[src/rtl/cache_fill_arbiter_if.sv]
// Port bundle between the I/D caches, memory4c and the fill arbiter.
// master: arbiter side (misses, memory read data in; memory request, fill strobes out).
interface cache_fill_arbiter_if;
  logic        i_miss;
  logic [15:0] i_miss_addr;
  logic        d_miss;
  logic [15:0] d_miss_addr;
  logic [15:0] mem_data_out;
  logic        mem_data_valid;
  logic [15:0] mem_addr;
  logic        mem_enable;
  logic        mem_grant;
  logic [15:0] fill_data;
  logic [15:0] fill_addr;
  logic        fill_we_i;
  logic        fill_we_d;
  logic        tag_we_i;
  logic        tag_we_d;
  logic        i_busy;
  logic        d_busy;

  modport master (
    input  i_miss, i_miss_addr, d_miss, d_miss_addr,
    input  mem_data_out, mem_data_valid,
    output mem_addr, mem_enable, mem_grant,
    output fill_data, fill_addr,
    output fill_we_i, fill_we_d, tag_we_i, tag_we_d,
    output i_busy, d_busy
  );

  modport slave (
    output i_miss, i_miss_addr, d_miss, d_miss_addr,
    output mem_data_out, mem_data_valid,
    input  mem_addr, mem_enable, mem_grant,
    input  fill_data, fill_addr,
    input  fill_we_i, fill_we_d, tag_we_i, tag_we_d,
    input  i_busy, d_busy
  );
endinterface

[src/rtl/cache_fill_arbiter.sv]
// I/D cache miss arbiter: issues block reads to memory4c, steers fill words.
// Ports: clk, rst (sync, active-high), bus (cache_fill_arbiter_if.master).
module cache_fill_arbiter #(
  parameter int WORDS = 8
) (
  input  logic clk,
  input  logic rst,
  cache_fill_arbiter_if.master bus
);
  localparam int IW = $clog2(WORDS);
  localparam logic [IW-1:0] ISS_LAST = IW'(WORDS - 1);
  localparam logic [IW:0]   RCV_LAST = (IW+1)'(WORDS - 1);
  localparam logic [15:0]   MASK     = ~16'(2 * WORDS - 1);

  typedef enum logic [1:0] {
    IDLE, ISSUE, DRAIN, DONE
  } state_t;

  state_t        state;
  state_t        nxt;
  logic [IW-1:0] iss_cnt;
  logic [IW:0]   rcv_cnt;
  logic          owner;
  logic [15:0]   base;
  logic          filling;
  logic          wr;

  assign filling = (state == ISSUE) || (state == DRAIN);
  assign wr      = filling && bus.mem_data_valid;

  always_ff @(posedge clk) begin
    if (rst) state <= IDLE;
    else     state <= nxt;
  end

  always_comb begin
    nxt = state;
    unique case (state)
      IDLE:  if (bus.i_miss || bus.d_miss) nxt = ISSUE;
      ISSUE: if (iss_cnt == ISS_LAST) nxt = DRAIN;
      DRAIN: if (wr && rcv_cnt == RCV_LAST) nxt = DONE;
      DONE:  nxt = IDLE;
      default: nxt = IDLE;
    endcase
  end

  // base/owner are only loaded on the IDLE exit so
  // later miss-address changes cannot disturb a fill.
  always_ff @(posedge clk) begin
    if (rst) begin
      iss_cnt <= '0;
      rcv_cnt <= '0;
      owner   <= 1'b0;
      base    <= '0;
    end else begin
      if (state == IDLE) begin
        iss_cnt <= '0;
        rcv_cnt <= '0;
        if (bus.i_miss) begin
          owner <= 1'b0;
          base  <= bus.i_miss_addr & MASK;
        end else if (bus.d_miss) begin
          owner <= 1'b1;
          base  <= bus.d_miss_addr & MASK;
        end
      end
      if (state == ISSUE) iss_cnt <= iss_cnt + 1'b1;
      if (wr)             rcv_cnt <= rcv_cnt + 1'b1;
      if (state == DONE) begin
        iss_cnt <= '0;
        rcv_cnt <= '0;
      end
    end
  end

  // Outputs are forced low while rst is held so the
  // parent sees a quiet port even before state settles.
  always_comb begin
    bus.mem_addr   = '0;
    bus.mem_enable = 1'b0;
    bus.mem_grant  = 1'b0;
    bus.fill_data  = '0;
    bus.fill_addr  = '0;
    bus.fill_we_i  = 1'b0;
    bus.fill_we_d  = 1'b0;
    bus.tag_we_i   = 1'b0;
    bus.tag_we_d   = 1'b0;
    bus.i_busy     = 1'b0;
    bus.d_busy     = 1'b0;
    if (!rst) begin
      bus.fill_data = bus.mem_data_out;
      bus.mem_grant = (state != IDLE);
      bus.i_busy    = (state != IDLE) && !owner;
      bus.d_busy    = (state != IDLE) && owner;
      if (state == ISSUE) begin
        bus.mem_enable = 1'b1;
        bus.mem_addr   = base + 16'({iss_cnt, 1'b0});
      end
      unique case (1'b1)
        wr: begin
          bus.fill_addr = base + 16'({rcv_cnt[IW-1:0], 1'b0});
          bus.fill_we_i = !owner;
          bus.fill_we_d = owner;
        end
        (state == DONE): begin
          bus.fill_addr = base;
          bus.tag_we_i  = !owner;
          bus.tag_we_d  = owner;
        end
        default: ;
      endcase
    end
  end
endmodule

[src/flat_wrapper.sv]
// flat-port wrapper written by rule: the top's interface ports become plain ports
module cache_fill_arbiter_flat 
#(
  parameter int WORDS = 8
)
  (clk, rst, bus_i_miss, bus_i_miss_addr, bus_d_miss, bus_d_miss_addr, bus_mem_data_out, bus_mem_data_valid, bus_mem_addr, bus_mem_enable, bus_mem_grant, bus_fill_data, bus_fill_addr, bus_fill_we_i, bus_fill_we_d, bus_tag_we_i, bus_tag_we_d, bus_i_busy, bus_d_busy);
  cache_fill_arbiter_if bus_i ();
  input  logic clk;
  input  logic rst;
  input wire logic [$bits(bus_i.i_miss)-1:0] bus_i_miss;
  input wire logic [$bits(bus_i.i_miss_addr)-1:0] bus_i_miss_addr;
  input wire logic [$bits(bus_i.d_miss)-1:0] bus_d_miss;
  input wire logic [$bits(bus_i.d_miss_addr)-1:0] bus_d_miss_addr;
  input wire logic [$bits(bus_i.mem_data_out)-1:0] bus_mem_data_out;
  input wire logic [$bits(bus_i.mem_data_valid)-1:0] bus_mem_data_valid;
  output wire logic [$bits(bus_i.mem_addr)-1:0] bus_mem_addr;
  output wire logic [$bits(bus_i.mem_enable)-1:0] bus_mem_enable;
  output wire logic [$bits(bus_i.mem_grant)-1:0] bus_mem_grant;
  output wire logic [$bits(bus_i.fill_data)-1:0] bus_fill_data;
  output wire logic [$bits(bus_i.fill_addr)-1:0] bus_fill_addr;
  output wire logic [$bits(bus_i.fill_we_i)-1:0] bus_fill_we_i;
  output wire logic [$bits(bus_i.fill_we_d)-1:0] bus_fill_we_d;
  output wire logic [$bits(bus_i.tag_we_i)-1:0] bus_tag_we_i;
  output wire logic [$bits(bus_i.tag_we_d)-1:0] bus_tag_we_d;
  output wire logic [$bits(bus_i.i_busy)-1:0] bus_i_busy;
  output wire logic [$bits(bus_i.d_busy)-1:0] bus_d_busy;
  assign bus_i.i_miss = bus_i_miss;
  assign bus_i.i_miss_addr = bus_i_miss_addr;
  assign bus_i.d_miss = bus_d_miss;
  assign bus_i.d_miss_addr = bus_d_miss_addr;
  assign bus_i.mem_data_out = bus_mem_data_out;
  assign bus_i.mem_data_valid = bus_mem_data_valid;
  assign bus_mem_addr = bus_i.mem_addr;
  assign bus_mem_enable = bus_i.mem_enable;
  assign bus_mem_grant = bus_i.mem_grant;
  assign bus_fill_data = bus_i.fill_data;
  assign bus_fill_addr = bus_i.fill_addr;
  assign bus_fill_we_i = bus_i.fill_we_i;
  assign bus_fill_we_d = bus_i.fill_we_d;
  assign bus_tag_we_i = bus_i.tag_we_i;
  assign bus_tag_we_d = bus_i.tag_we_d;
  assign bus_i_busy = bus_i.i_busy;
  assign bus_d_busy = bus_i.d_busy;
  cache_fill_arbiter #(.WORDS(WORDS)) u_core (.clk(clk), .rst(rst), .bus(bus_i));
endmodule
[config.mk]
export PLATFORM = sky130hd
export DESIGN_NAME = cache_fill_arbiter_flat
export DESIGN_NICKNAME = d
export VERILOG_FILES = /design/src/rtl/cache_fill_arbiter_if.sv /design/src/rtl/cache_fill_arbiter.sv /design/src/flat_wrapper.sv
export SDC_FILE = /design/constraint.sdc
export NUM_CORES = 1
export LEC_CHECK = 0
export ABC_AREA = 1
export ABC_CLOCK_PERIOD_IN_PS = 2800
export BUFFER_PORTS_ARGS = -buffer_cell sky130_fd_sc_hd__buf_4
export CAP_MARGIN = 30
export CELL_PAD_IN_SITES_DETAIL_PLACEMENT = 0
export CELL_PAD_IN_SITES_GLOBAL_PLACEMENT = 1
export CORE_MARGIN = 3
export CORE_UTILIZATION = 25
export DETAILED_ROUTE_END_ITERATION = 12
export PLACE_DENSITY_LB_ADDON = 0.1
export SYNTH_ARGS = -nofsm -noshare
export SYNTH_HDL_FRONTEND = slang
export SYNTH_SLANG_ARGS = --single-unit
[constraint.sdc]
create_clock -name clk -period 2.8 [get_ports clk]
set_clock_uncertainty 0.1 [all_clocks]
set_input_delay 0.56 -clock clk [delete_from_list [all_inputs] [get_ports clk]]
set_output_delay 0.56 -clock clk [all_outputs]
set_load 0.02 [all_outputs]
## After elaboration in Yosys (flattened, before gate mapping)

Index checks and enable logic that the tools add are counted.

- Add/subtract/negate cells: 4
- Equality and inequality tests: 8
- Multiplexer cells: 30
- Reduce and logical (&&, ||, !) cells: 15

Operators by type and width:

| operator | count |
|---|---|
| 16-bit two-way mux | 6 |
| 16-bit by 4-bit adder with 16-bit output | 2 |
| 16-bit one-hot mux with 2 select lines | 1 |
| 1-bit two-way mux | 15 |
| 4-bit two-way mux | 2 |
| 2-bit one-hot mux with 4 select lines | 1 |
| 2-bit nonzero test | 4 |
| 2-bit two-way mux | 3 |
| 3-bit two-way mux | 2 |
| 4-bit by 1-bit adder with 4-bit output (second input constant) | 1 |
| 2-bit equality test (second input constant) | 2 |
| 4-bit by 3-bit equality test with 1-bit output (second input constant) | 1 |
| 1-bit logical AND | 4 |
| 2-bit != test (second input constant) | 2 |
| 3-bit by 1-bit adder with 3-bit output (second input constant) | 1 |
| 3-bit equality test (second input constant) | 1 |
| 3-bit AND reduction | 1 |
| 2-bit by 1-bit equality test with 1-bit output (second input constant) | 1 |
| 2-bit zero test | 1 |
| 1-bit logical OR | 2 |
| 2-bit by 1-bit != test with 1-bit output (second input constant) | 1 |
| 2-bit AND reduction | 1 |
| 2-bit OR reduction | 1 |
| 1-bit zero test | 1 |

- Register bits: 26
- Input bits: 53
- Output and inout port bits: 56
- Word-level logic and storage cells: 62

## Logic depth before layout (Yosys ltp)

- Word-level depth: 6
- Depth in mapped cells: 9
- Mapped depth without buffers: 9

## Worst setup path after synthesis

No wires, ideal clock.

- Kind: register to output
- Start point: reg u_core.state[1]
- End point: out bus_fill_addr[10]
- Arrival time: 1.620 ns
- Required time: 2.140 ns
- Path slack: 0.520 ns
- Cell stages (with the launch flop): 8
- Buffers on the path: 1
- Cells stage by stage: dfxtp_1 -> inv_1 -> ha_1 -> nand2_2 -> inv_1 -> nor2_1 -> buf_2 -> nor3_1

- Word-level cells in the longest chain between the ends: 5
- Elaborated cells on any way between the ends: 7
- Those cells by class: eq/ne: 3; mux: 2; reduce/logical: 2

RTL lines:

| element | line | source |
|---|---|---|
| start, declared | cache_fill_arbiter.sv:19 | `state_t state;` |
| start signal, assigned | cache_fill_arbiter.sv:33 | `else state <= nxt;` |
| 2-bit by 1-bit equality test with 1-bit output / 2-bit equality test (equally long branches) | cache_fill_arbiter.sv:28 | `assign filling = (state == ISSUE) \|\| (state == DRAIN);` |
| 1-bit logical OR | cache_fill_arbiter.sv:28 |  |
| 1-bit logical AND | cache_fill_arbiter.sv:29 | `assign wr = filling && bus.mem_data_valid;` |
| 16-bit one-hot mux with 2 select lines * | cache_fill_arbiter.sv:99 | `unique case (1'b1)` |
| 16-bit two-way mux * | cache_fill_arbiter.sv:90 | `if (!rst) begin` |
| end, declared | flat_wrapper.sv:20 | `output wire logic [$bits(bus_i.fill_addr)-1:0] bus_fill_addr;` |

Every way passes the cells marked *; elsewhere a longest branch is shown, timed or not.

## Worst setup path in the final report

- Start point: reg u_core.state[0]
- End point: out bus_fill_addr[15]

The elaborated chain is that of the path after synthesis.

==> flow_metrics.env <==
export IMPL_drt_total_wl_microns=4780
export IMPL_cp_common_cell="inv_1"
export IMPL_htreeDepth=1
export IMPL_cts_hold_buffers_added=0
export IMPL_rsz0062_at_grt="false"
export IMPL_placed_area_sq_um=2240
export IMPL_period_minus_slack_ns=2.46
export IMPL_setup_violations=0
export IMPL_dr_pass1_iters=5
export IMPL_drc=0
export IMPL_timing_final_ws_setup_ns=0.340
export IMPL_dieHeight_microns=82.9
export IMPL_slew_viol_final=0
export IMPL_power_density_nw_per_um2=637
export IMPL_use_met1=0.180
export IMPL_seq_area_frac_synth=0.298
export IMPL_cts_tree="built"
export IMPL_path_max_fanout=12
export IMPL_cts_sinks=22
export IMPL_dieArea_sq_um=6880
export IMPL_worst_ep_arrival_time_ns=1.80
export IMPL_ys_top_cells_by_count="nor2_1, nand2_1, inv_1"
export IMPL_synth_top_area_frac=0.298
export IMPL_status="finished, final reports clean"
export IMPL_async_flop_share=0
export IMPL_critical_path_required_ns=2.14
export IMPL_avgSynthCellArea_sq_um=6.12
export IMPL_grt_pass1_vias=1638
export IMPL_gp_congestion=0.756
export IMPL_die_width_microns=82.9
export IMPL_antenna_found_initial=0
export IMPL_first_iter_violations=70
export IMPL_synth_cell_types=23
export IMPL_ctsLongestPathBuffers=2
export IMPL_fillers=629
export IMPL_grt_max_degree=38
export IMPL_setup_tns_ns=0
export IMPL_hold_viol=0
export IMPL_leakage_uw=0.00121
export IMPL_syn2layout_area_growth_pct=55.9
export IMPL_post_drt_wl_per_cell_microns=11.8
export IMPL_grt_overflow=0
export IMPL_synthTopCellsByArea="dfxtp_1, nor2_1, nand2_1, inv_1, ha_1"
export IMPL_gr_usage_all_layers=0.136
export IMPL_rows=27
export IMPL_cts_root_buf="clkbuf_8"
export IMPL_path_cells="inv_1 > ha_1 > nand2_2 > inv_1 > nor2_4 > nor3_1 > buf_4"
export IMPL_peakVddDrop_uv=272
export IMPL_synth_most_common_cell="nor2_1"
export IMPL_use_met2=0.216
export IMPL_initial_utilization=0.264
export IMPL_ys_ff_latch=22
export IMPL_hold_path_class="flop to flop"
export IMPL_dominantRegCellSynth="dfxtp_1"
export IMPL_cts_buffers=3
export IMPL_cts_clk_slew_worst_paths_ns=0.09
export IMPL_slowest_delay_ns=0.38
export IMPL_core_sq_um=5610
export IMPL_crit_type="flop to primary output"
export IMPL_io_buffers=98
export IMPL_start_kind="flop"
export IMPL_fin_area_sq_um=2310
export IMPL_num_antenna_cells=0
export IMPL_fin_crit_sh=0.879
export IMPL_drive_above_1_share=0.348
export IMPL_synth_edf_count=0
export IMPL_grt_pass1_wl_microns=7750
export IMPL_clk_latency_ns=0.27
export IMPL_antenna_left=0
export IMPL_busiest_layer="met2"
export IMPL_yosysTopAreaCell="dfxtp_1"
export IMPL_syn_instance_count=242
export IMPL_yosysWarnings=0
export IMPL_post_place_ws_ns=0.144
export IMPL_via_per_inst=4.30
export IMPL_critical_path_endpoint_type="primary output"
export IMPL_hpwlAfterDp_microns=3550
export IMPL_vias=1740
export IMPL_gr_usage_met3=0.0357
export IMPL_syn_area_sq_um=1480
export IMPL_maxCapViolCount=0
export IMPL_critPathSlowestCell="dfxtp_1"
export IMPL_io_pins=109
export IMPL_final_nets=394
export IMPL_max_freq_ghz=0.406
## cell type report
type	count	area (sq um)	area share
clock buffers	4	55.1	0.0239
inverters	43	161	0.0700
multi-input cells	164	810	0.351
flip-flops and latches	22	440	0.191
well taps	72	90.1	0.0390
repair buffers	100	751	0.325
## flip-flops by register name (all words and copies together), names as in the netlist
name and flops:
u_core.iss_cnt 3, u_core.base 12, u_core.rcv_cnt 4, u_core.state 2, u_core.owner 1
## placed cells by master (no fill, tap or decap)
| cell type | count |
|---|---|
| nor2_2 | 1 |
| nand3_1 | 3 |
| nor2_1 | 47 |
| nor2_8 | 1 |
| nor2_4 | 2 |
| nor3_1 | 14 |
| buf_4 | 100 |
| clkbuf_8 | 4 |
| nand2_1 | 46 |
| conb_1 | 2 |
| inv_1 | 39 |
| a31oi_1 | 12 |
| or2_2 | 2 |
| o21ai_1 | 9 |
| inv_2 | 4 |
| o21ai_0 | 7 |
| dfxtp_1 | 22 |
| a211oi_2 | 1 |
| nand2_2 | 1 |
| ha_1 | 7 |
| a21oi_1 | 9 |
## critical path, delay by kind of cell (launching register included)
kind / cells / cell delay [ns]
DFF: 1 / 0.38
buffers and inverters: 3 / 0.34
and+or+nand+nor: 3 / 0.49
adders and majority gates: 1 / 0.33
## power breakdown
group	internal (uW)	total, uW	switching (uW)
Clock	126	237	111
Combinational	289	770	481
Sequential	408	463	55.4
Total	822	1470	648
## layer usage
metal / vias to the layer above / share of wire
met5: - / 0
met4: 0 / 0.0084
met3: 2 / 0.083
met2: 74 / 0.42
met1: 739 / 0.49
li1: 925 / -
## cell families (layout without fill, tap and decap cells)
logic type               Yosys count  in the layout  share of synthesized area
AO/OA/AOI/OAI                     38             38                      0.144
adder cells (fa/ha/maj)            7              7                     0.0592
buffers and inverters             57            147                      0.163
flip-flops                        22             22                      0.298
other                              1              2                    0.00253
AND/OR/NAND/NOR                  117            117                      0.334
## metrics by stage
stage	hold slack, ns	util	power [uW]	std cells
floorplan	0.356	-	993	243
global placement	0.376	0.400	1230	401
global route	0.414	0.411	1590	405
detailed placement	0.382	0.400	1240	401
finish	0.388	0.411	1470	405
CTS	0.395	0.411	1480	405
## final timing paths
path | endpoint | slack (ns) | cells past startpoint | startpoint
max | bus_fill_addr[15] | 0.34 | 7 | u_core.state[0]
min | u_core.iss_cnt[2] | 0.39 | 2 | u_core.iss_cnt[2]
max reg2reg | u_core.rcv_cnt[3] | 1.03 | 10 | u_core.state[0]
min reg2reg | u_core.iss_cnt[2] | 0.39 | 2 | u_core.iss_cnt[2]
## repair_timing
action                                  in CTS  in global routing
pin swaps                                    0                  0
endpoints found under the setup margin      12                  2
gates resized for setup                      1                  1
setup buffers                                0                  0
Note: power is estimated with default switching activity, not from simulation.
